File: config.mk
export PLATFORM = sky130hd
export DESIGN_NAME = mips_bus_arbiter
export DESIGN_NICKNAME = d
export VERILOG_FILES = /design/src/rtl/mips_bus_pkg.sv /design/src/rtl/mips_bus_rr_pick.sv /design/src/rtl/mips_bus_arbiter.sv
export SDC_FILE = /design/constraint.sdc
export NUM_CORES = 1
export LEC_CHECK = 0
export ABC_AREA = 1
export BUFFER_PORTS_ARGS = -buffer_cell sky130_fd_sc_hd__buf_2
export CORE_AREA = 5 5 119 121
export DETAILED_ROUTE_END_ITERATION = 12
export DIE_AREA = 0 0 124 126
export GPL_ROUTABILITY_DRIVEN = 0
export HOLD_SLACK_MARGIN = 0.12
export RECOVER_POWER = 100
export REMOVE_ABC_BUFFERS = 1
export SETUP_SLACK_MARGIN = 0.4
export SYNTH_ARGS = -nofsm -noshare
export SYNTH_HDL_FRONTEND = slang
export SYNTH_SLANG_ARGS = --single-unit
export TNS_END_PERCENT = 30
File: constraint.sdc
create_clock -name clk -period 2 [get_ports clk]
set_input_delay 0.4 -clock clk [delete_from_list [all_inputs] [get_ports clk]]
set_output_delay 0.4 -clock clk [all_outputs]
set_load 0.05 [all_outputs]
File: src/rtl/mips_bus_pkg.sv
`default_nettype none
// ============================================================================
// Module      : mips_bus_pkg
// Description : Shared types and constants for the MIPS memory-bus arbiter.
// Revision    : 1.0 - initial release
// ============================================================================
package mips_bus_pkg;

  typedef enum logic [1:0] {
    IDLE = 2'd0,
    OWN0 = 2'd1,
    OWN1 = 2'd2
  } arb_state_t;

  localparam logic [1:0] GRANT_NONE = 2'b00;
  localparam logic [1:0] GRANT_M0   = 2'b01;
  localparam logic [1:0] GRANT_M1   = 2'b10;

  // Read data returned to a master whose transfer was killed by the watchdog
  localparam logic [31:0] TIMEOUT_READDATA = 32'hDEAD_BEEF;

endpackage
`default_nettype wire

File: src/rtl/mips_bus_rr_pick.sv
`default_nettype none
// ============================================================================
// Module      : mips_bus_rr_pick
// Description : Combinational two-way round-robin picker. On a tie the
//               master that was not served last wins.
// Revision    : 1.0 - initial release
// ============================================================================
module mips_bus_rr_pick
  import mips_bus_pkg::*;
(
  input  logic [1:0] req,
  input  logic       last_served,
  output logic [1:0] winner
);

  // One-hot winner; a lone requester always wins, ties go against last_served
  always_comb begin
    winner = GRANT_NONE;
    case (req)
      2'b01:   winner = GRANT_M0;
      2'b10:   winner = GRANT_M1;
      2'b11:   winner = last_served ? GRANT_M0 : GRANT_M1;
      default: winner = GRANT_NONE;
    endcase
  end

endmodule
`default_nettype wire

File: src/rtl/mips_bus_arbiter.sv
`default_nettype none
// ============================================================================
// Module      : mips_bus_arbiter
// Description : Two-master / one-slave Avalon-style bus arbiter. m0 is the
//               instruction fetch port, m1 the load/store port. The grant is
//               held for a whole transfer including waitrequest stalls.
//               Optional stall watchdog enabled by defining ARB_TIMEOUT_EN.
// Revision    : 1.0 - initial release
// ============================================================================
module mips_bus_arbiter
  import mips_bus_pkg::*;
#(
  parameter int ADDR_W         = 32,
  parameter int DATA_W         = 32,
  parameter int TIMEOUT_CYCLES = 255
) (
  input  logic                clk,
  input  logic                reset,
  input  logic [ADDR_W-1:0]   m0_address,
  input  logic                m0_read,
  input  logic                m0_write,
  input  logic [DATA_W/8-1:0] m0_byteenable,
  input  logic [DATA_W-1:0]   m0_writedata,
  output logic [DATA_W-1:0]   m0_readdata,
  output logic                m0_waitrequest,
  input  logic [ADDR_W-1:0]   m1_address,
  input  logic                m1_read,
  input  logic                m1_write,
  input  logic [DATA_W/8-1:0] m1_byteenable,
  input  logic [DATA_W-1:0]   m1_writedata,
  output logic [DATA_W-1:0]   m1_readdata,
  output logic                m1_waitrequest,
  output logic [ADDR_W-1:0]   s_address,
  output logic                s_read,
  output logic                s_write,
  output logic [DATA_W/8-1:0] s_byteenable,
  output logic [DATA_W-1:0]   s_writedata,
  input  logic [DATA_W-1:0]   s_readdata,
  input  logic                s_waitrequest,
  output logic [1:0]          grant,
  output logic                timeout_error
);

  arb_state_t state_q, state_d;
  logic       last_served_q, last_served_d;
  logic [1:0] req;
  logic [1:0] pick;
  logic       expire;

  assign req = {m1_read | m1_write, m0_read | m0_write};

  mips_bus_rr_pick u_rr_pick (
    .req         (req),
    .last_served (last_served_q),
    .winner      (pick)
  );

`ifdef ARB_TIMEOUT_EN
  localparam int CNT_W = ($clog2(TIMEOUT_CYCLES + 1) > 8) ? $clog2(TIMEOUT_CYCLES + 1) : 8;
  localparam logic [CNT_W-1:0] STALL_LIMIT = CNT_W'(TIMEOUT_CYCLES);

  logic [CNT_W-1:0] stall_q, stall_d;
  logic             timeout_q, timeout_d;

  assign expire        = (state_q != IDLE) && (stall_q == STALL_LIMIT);
  assign timeout_error = timeout_q;

  // Stall counter: counts only while the same owner keeps stalling; any grant,
  // completion or release clears it. The error flag is sticky.
  always_comb begin
    stall_d   = '0;
    timeout_d = timeout_q | expire;
    if ((state_q != IDLE) && (state_d == state_q) && s_waitrequest && !expire) begin
      stall_d = stall_q + CNT_W'(1);
    end
  end

  // Watchdog registers
  always_ff @(posedge clk or negedge reset) begin
    if (!reset) begin
      stall_q   <= '0;
      timeout_q <= 1'b0;
    end else begin
      stall_q   <= stall_d;
      timeout_q <= timeout_d;
    end
  end
`else
  logic unused_timeout;
  assign unused_timeout = ^TIMEOUT_CYCLES;
  assign expire         = 1'b0;
  assign timeout_error  = 1'b0;
`endif

  // Slave-side mux driven by the registered owner; read wins over write
  always_comb begin
    s_address      = '0;
    s_read         = 1'b0;
    s_write        = 1'b0;
    s_byteenable   = '0;
    s_writedata    = '0;
    m0_waitrequest = 1'b1;
    m1_waitrequest = 1'b1;
    m0_readdata    = s_readdata;
    m1_readdata    = s_readdata;
    grant          = GRANT_NONE;
    case (state_q)
      OWN0: begin
        grant = GRANT_M0;
        if (expire) begin
          m0_waitrequest = 1'b0;
          m0_readdata    = DATA_W'(TIMEOUT_READDATA);
        end else begin
          s_address      = m0_address;
          s_read         = m0_read;
          s_write        = m0_write & ~m0_read;
          s_byteenable   = m0_byteenable;
          s_writedata    = m0_writedata;
          m0_waitrequest = s_waitrequest;
        end
      end
      OWN1: begin
        grant = GRANT_M1;
        if (expire) begin
          m1_waitrequest = 1'b0;
          m1_readdata    = DATA_W'(TIMEOUT_READDATA);
        end else begin
          s_address      = m1_address;
          s_read         = m1_read;
          s_write        = m1_write & ~m1_read;
          s_byteenable   = m1_byteenable;
          s_writedata    = m1_writedata;
          m1_waitrequest = s_waitrequest;
        end
      end
      default: ;
    endcase
  end

  // Next-state: completion hands over to a waiting peer, otherwise keeps owner
  always_comb begin
    state_d       = state_q;
    last_served_d = last_served_q;
    case (state_q)
      IDLE: begin
        if (pick == GRANT_M0)      state_d = OWN0;
        else if (pick == GRANT_M1) state_d = OWN1;
      end
      OWN0: begin
        if (expire || !req[0]) begin
          state_d = IDLE;
        end else if (!s_waitrequest) begin
          last_served_d = 1'b0;
          state_d       = req[1] ? OWN1 : OWN0;
        end
      end
      OWN1: begin
        if (expire || !req[1]) begin
          state_d = IDLE;
        end else if (!s_waitrequest) begin
          last_served_d = 1'b1;
          state_d       = req[0] ? OWN0 : OWN1;
        end
      end
      default: state_d = IDLE;
    endcase
  end

  // State registers; last_served resets to m1 so m0 wins the first tie
  always_ff @(posedge clk or negedge reset) begin
    if (!reset) begin
      state_q       <= IDLE;
      last_served_q <= 1'b1;
    end else begin
      state_q       <= state_d;
      last_served_q <= last_served_d;
    end
  end

endmodule
`default_nettype wire

==> impl_metrics.prom <==
# TYPE chip_impl_metric gauge
chip_impl_metric{name="firstDrtPassIters",unit=""} 4
chip_impl_metric{name="std_cell_rows",unit=""} 42
chip_impl_metric{name="coreArea",unit="um^2"} 13000
chip_impl_metric{name="worst_ep_required_time",unit="ns"} 1.60
chip_impl_metric{name="ys_ff_latch",unit=""} 3
chip_impl_metric{name="hold-path-cell-count",unit=""} 2
chip_impl_metric{name="timing.reg2reg.setup_slack",unit="ns"} 0.32
chip_impl_info{name="cts_tree",value="done"} 1
chip_impl_metric{name="layout-area-overhead-vs-synth",unit="%"} 106
chip_impl_info{name="worstReg2RegStart",value="state_q[1]"} 1
chip_impl_info{name="r2r_end",value="state_q[0]"} 1
chip_impl_info{name="violations",value="setup timing"} 1
chip_impl_metric{name="number_of_enable_flip_flop_cells_after_synthesis",unit=""} 0
chip_impl_metric{name="clk_pin_slew",unit="ns"} 0.03
chip_impl_metric{name="dieHeight",unit="um"} 126
chip_impl_info{name="yosys-top-cells-area",value="buf_4 32%, nand2_1 32%, a21oi_1 19%, ha_1 4.1%, dfrtp_1 2.7%"} 1
chip_impl_metric{name="die_area",unit="um^2"} 15600
chip_impl_info{name="min_delay_src",value="last_served_q"} 1
chip_impl_info{name="grt_setup_unrepaired",value="true"} 1
chip_impl_metric{name="final_critical_path_setup_slack",unit="ns"} -0.0361
chip_impl_info{name="ys_dominant_reg_cell",value="dfrtp_1"} 1
chip_impl_info{name="start_kind",value="register"} 1
chip_impl_metric{name="syn-cell-area",unit="um^2"} 1850
chip_impl_metric{name="grt_antenna_before_repair",unit=""} 0
chip_impl_metric{name="via_count",unit=""} 2915
chip_impl_metric{name="finalNetCount",unit=""} 686
chip_impl_metric{name="floorplan.initialDensity",unit="%"} 14.3
chip_impl_metric{name="synth.yosys.seq_area_share",unit="%"} 4.12
chip_impl_metric{name="maxSlewViolCount",unit=""} 0
chip_impl_metric{name="grt_max_degree",unit=""} 36
chip_impl_info{name="whs_endpoint",value="last_served_q"} 1
chip_impl_metric{name="synthCells",unit=""} 352
chip_impl_metric{name="post-route-period-util",unit="%"} 102
chip_impl_info{name="timing.hold.worst.class",value="reg -> reg"} 1
chip_impl_info{name="most_used_standard_cell_by_instance_count_after_synthesis",value="nand2_1"} 1
chip_impl_metric{name="reg2regPathDepth",unit=""} 10
chip_impl_metric{name="htree_levels",unit=""} 1
chip_impl_metric{name="finish.utilization",unit="%"} 29.3
chip_impl_info{name="synth_area_leader_cell",value="buf_4"} 1
chip_impl_info{name="synth_top_cells_by_count",value="156 x nand2_1, 80 x buf_4, 70 x a21oi_1, 8 x nand3_1"} 1
chip_impl_metric{name="io_buffers",unit=""} 216
chip_impl_metric{name="via_count_of_the_first_global_routing_pass",unit=""} 2903
chip_impl_metric{name="initialDrtViolationCount",unit=""} 82
chip_impl_metric{name="irDropWorstVdd",unit="mV"} 0.741
chip_impl_metric{name="clock-skew-final",unit="ns"} 0.00225
chip_impl_metric{name="critical_path_arrival",unit="ns"} 1.64
chip_impl_metric{name="yosysUniqueCellTypes",unit=""} 18
chip_impl_metric{name="finalWorstPathRequiredPeriod",unit="ns"} 2.04
chip_impl_metric{name="grt_remaining_overflow",unit=""} 0
chip_impl_metric{name="ant_nets",unit=""} 0
chip_impl_metric{name="drc",unit=""} 0
chip_impl_metric{name="path_max_fanout",unit=""} 9
chip_impl_metric{name="grt.total_usage",unit="%"} 13.8
chip_impl_metric{name="hold_slack",unit="ns"} 0.502
chip_impl_metric{name="power_per_cell_area",unit="nW/um^2"} 1870
chip_impl_metric{name="cap_violations",unit=""} 0
chip_impl_metric{name="finalWirelength",unit="mm"} 12.4
chip_impl_metric{name="drt-wirelength-per-cell",unit="um"} 18.3
chip_impl_metric{name="number_of_buffers_created_by_cts",unit=""} 3
chip_impl_metric{name="fillerInstances",unit=""} 1418
chip_impl_metric{name="die_width",unit="um"} 124
chip_impl_metric{name="drive_gt1_share",unit="%"} 66.9
chip_impl_info{name="setup.worst_path.class",value="reg -> out"} 1
chip_impl_metric{name="asyncSetResetFlopFracSynth",unit="%"} 100
chip_impl_info{name="run_status",value="complete, but fails checks"} 1
chip_impl_metric{name="synth_top_area_share",unit="%"} 32.4
chip_impl_metric{name="antennaDiodeCount",unit=""} 0
chip_impl_metric{name="wire_length_of_the_first_global_routing_pass",unit="mm"} 16.3
chip_impl_metric{name="synthesis.yosys.warnings",unit=""} 0
chip_impl_metric{name="tritoncts_num_sinks",unit=""} 3
chip_impl_info{name="cts_root_buffer",value="clkbuf_16"} 1
chip_impl_metric{name="clock_latency",unit="ns"} 0.23
chip_impl_metric{name="via_per_inst",unit=""} 4.29
chip_impl_metric{name="cts.path.max_buffers",unit=""} 2
chip_impl_metric{name="ioPinCount",unit=""} 314
chip_impl_metric{name="dpl.hpwl",unit="mm"} 9.44
chip_impl_metric{name="fmaxAchievable",unit="MHz"} 491
chip_impl_metric{name="power_leakage",unit="nW"} 1.69
chip_impl_metric{name="setup-violations-final",unit=""} 15
chip_impl_metric{name="finalHoldViolations",unit=""} 0
chip_impl_metric{name="syn_area_per_cell",unit="um^2"} 5.26
chip_impl_info{name="setup.worst_path.end_class",value="output port"} 1
[worst max-delay path by stage]
stage / start / endpoint / slack (ns) / cells after the start
detailed placement: state_q[1] / s_writedata[5] / -0.04 / 6
global route: state_q[0] / s_address[30] / -0.09 / 7
global placement: state_q[1] / s_writedata[9] / -0.02 / 6
CTS: state_q[1] / s_address[12] / -0.002 / 7
floorplan: state_q[0] / s_read / -1.20 / 4
finish: state_q[0] / s_address[16] / -0.04 / 7
[worst max-delay path: stages (launching register included)]
cell,delay (ns)
dfrtp_1,0.39
inv_2,0.13
ha_4,0.20
buf_12,0.14
clkbuf_16,0.16
nand2_1,0.05
a21oi_1,0.12
buf_4,0.21
[what timing repair did]
item / in CTS / in global routing
hold buffers: 1 / 0
cloned: 2 / 2
endpoints found under the hold margin: 2 / 0
pin swaps: 4 / 14
resized for setup: 168 / 90
setup buffers: 4 / 1
endpoints found under the setup margin: 73 / 76
[metrics by stage]
step	std cells	setup slack [ns]	power [mW]	instance area [um^2]	TNS [ns]
after global placement	666	-0.0182	4.82	2680	-0.0443
after detailed placement	666	-0.0363	4.79	2680	-0.0865
final	680	-0.0361	7.12	3810	-0.203
after floorplan	264	-1.20	3.38	1220	-82.98
after CTS	677	-0.00205	6.38	3430	-0.00810
after global routing	680	-0.0923	7.49	3810	-2.66
[area by class of cell]
class / count / area, um^2 / area share, %
multi-input cells: 251 / 1540 / 40.4
inverters: 10 / 42.5 / 1.12
well taps: 176 / 220 / 5.78
clock buffers: 4 / 78.8 / 2.07
repair buffers: 236 / 1850 / 48.7
flip-flops and latches: 3 / 76.3 / 2.00
[sequential cells by signal, indices dropped and copies added (netlist names)]
register	count
state_q	2
last_served_q	1
[cell usage in the layout (no fill, tap or decap), drive strengths merged, types with 2 or more instances in the layout]
cell    netlist  layout
o21ai         2       2
nand3         9       9
clkbuf        7       7
nand2       157     157
ha            6       6
buf          81     232
nor2          5       5
a21oi        70      70
inv          10      10
dfrtp         2       2
[power breakdown]
part	internal, mW	total (mW)	switching, mW
Combinational	2.38	6.68	4.30
Clock	0.263	0.321	0.0573
Sequential	0.0984	0.117	0.0189
[routing by layer]
layer	vias up	GRT usage [%]	share of wire, %
li1	1349	-	-
met1	1326	16.0	39
met2	224	20.6	43
met3	13	9.82	16
met4	3	2.38	0.80
met5	-	4.93	0.73
[logic make-up (layout without fill, tap and decap cells)]
logic type      Yosys count  count (layout)  synth area share (%)
fa+ha+maj                 6               6                  4.05
buf+inv                  98             250                  36.1
other cells               1               1                 0.202
flops                     3               3                  4.12
compound gates           72              72                  19.4
simple gates            172             172                  36.1
Note: power is estimated with default switching activity, not from simulation.
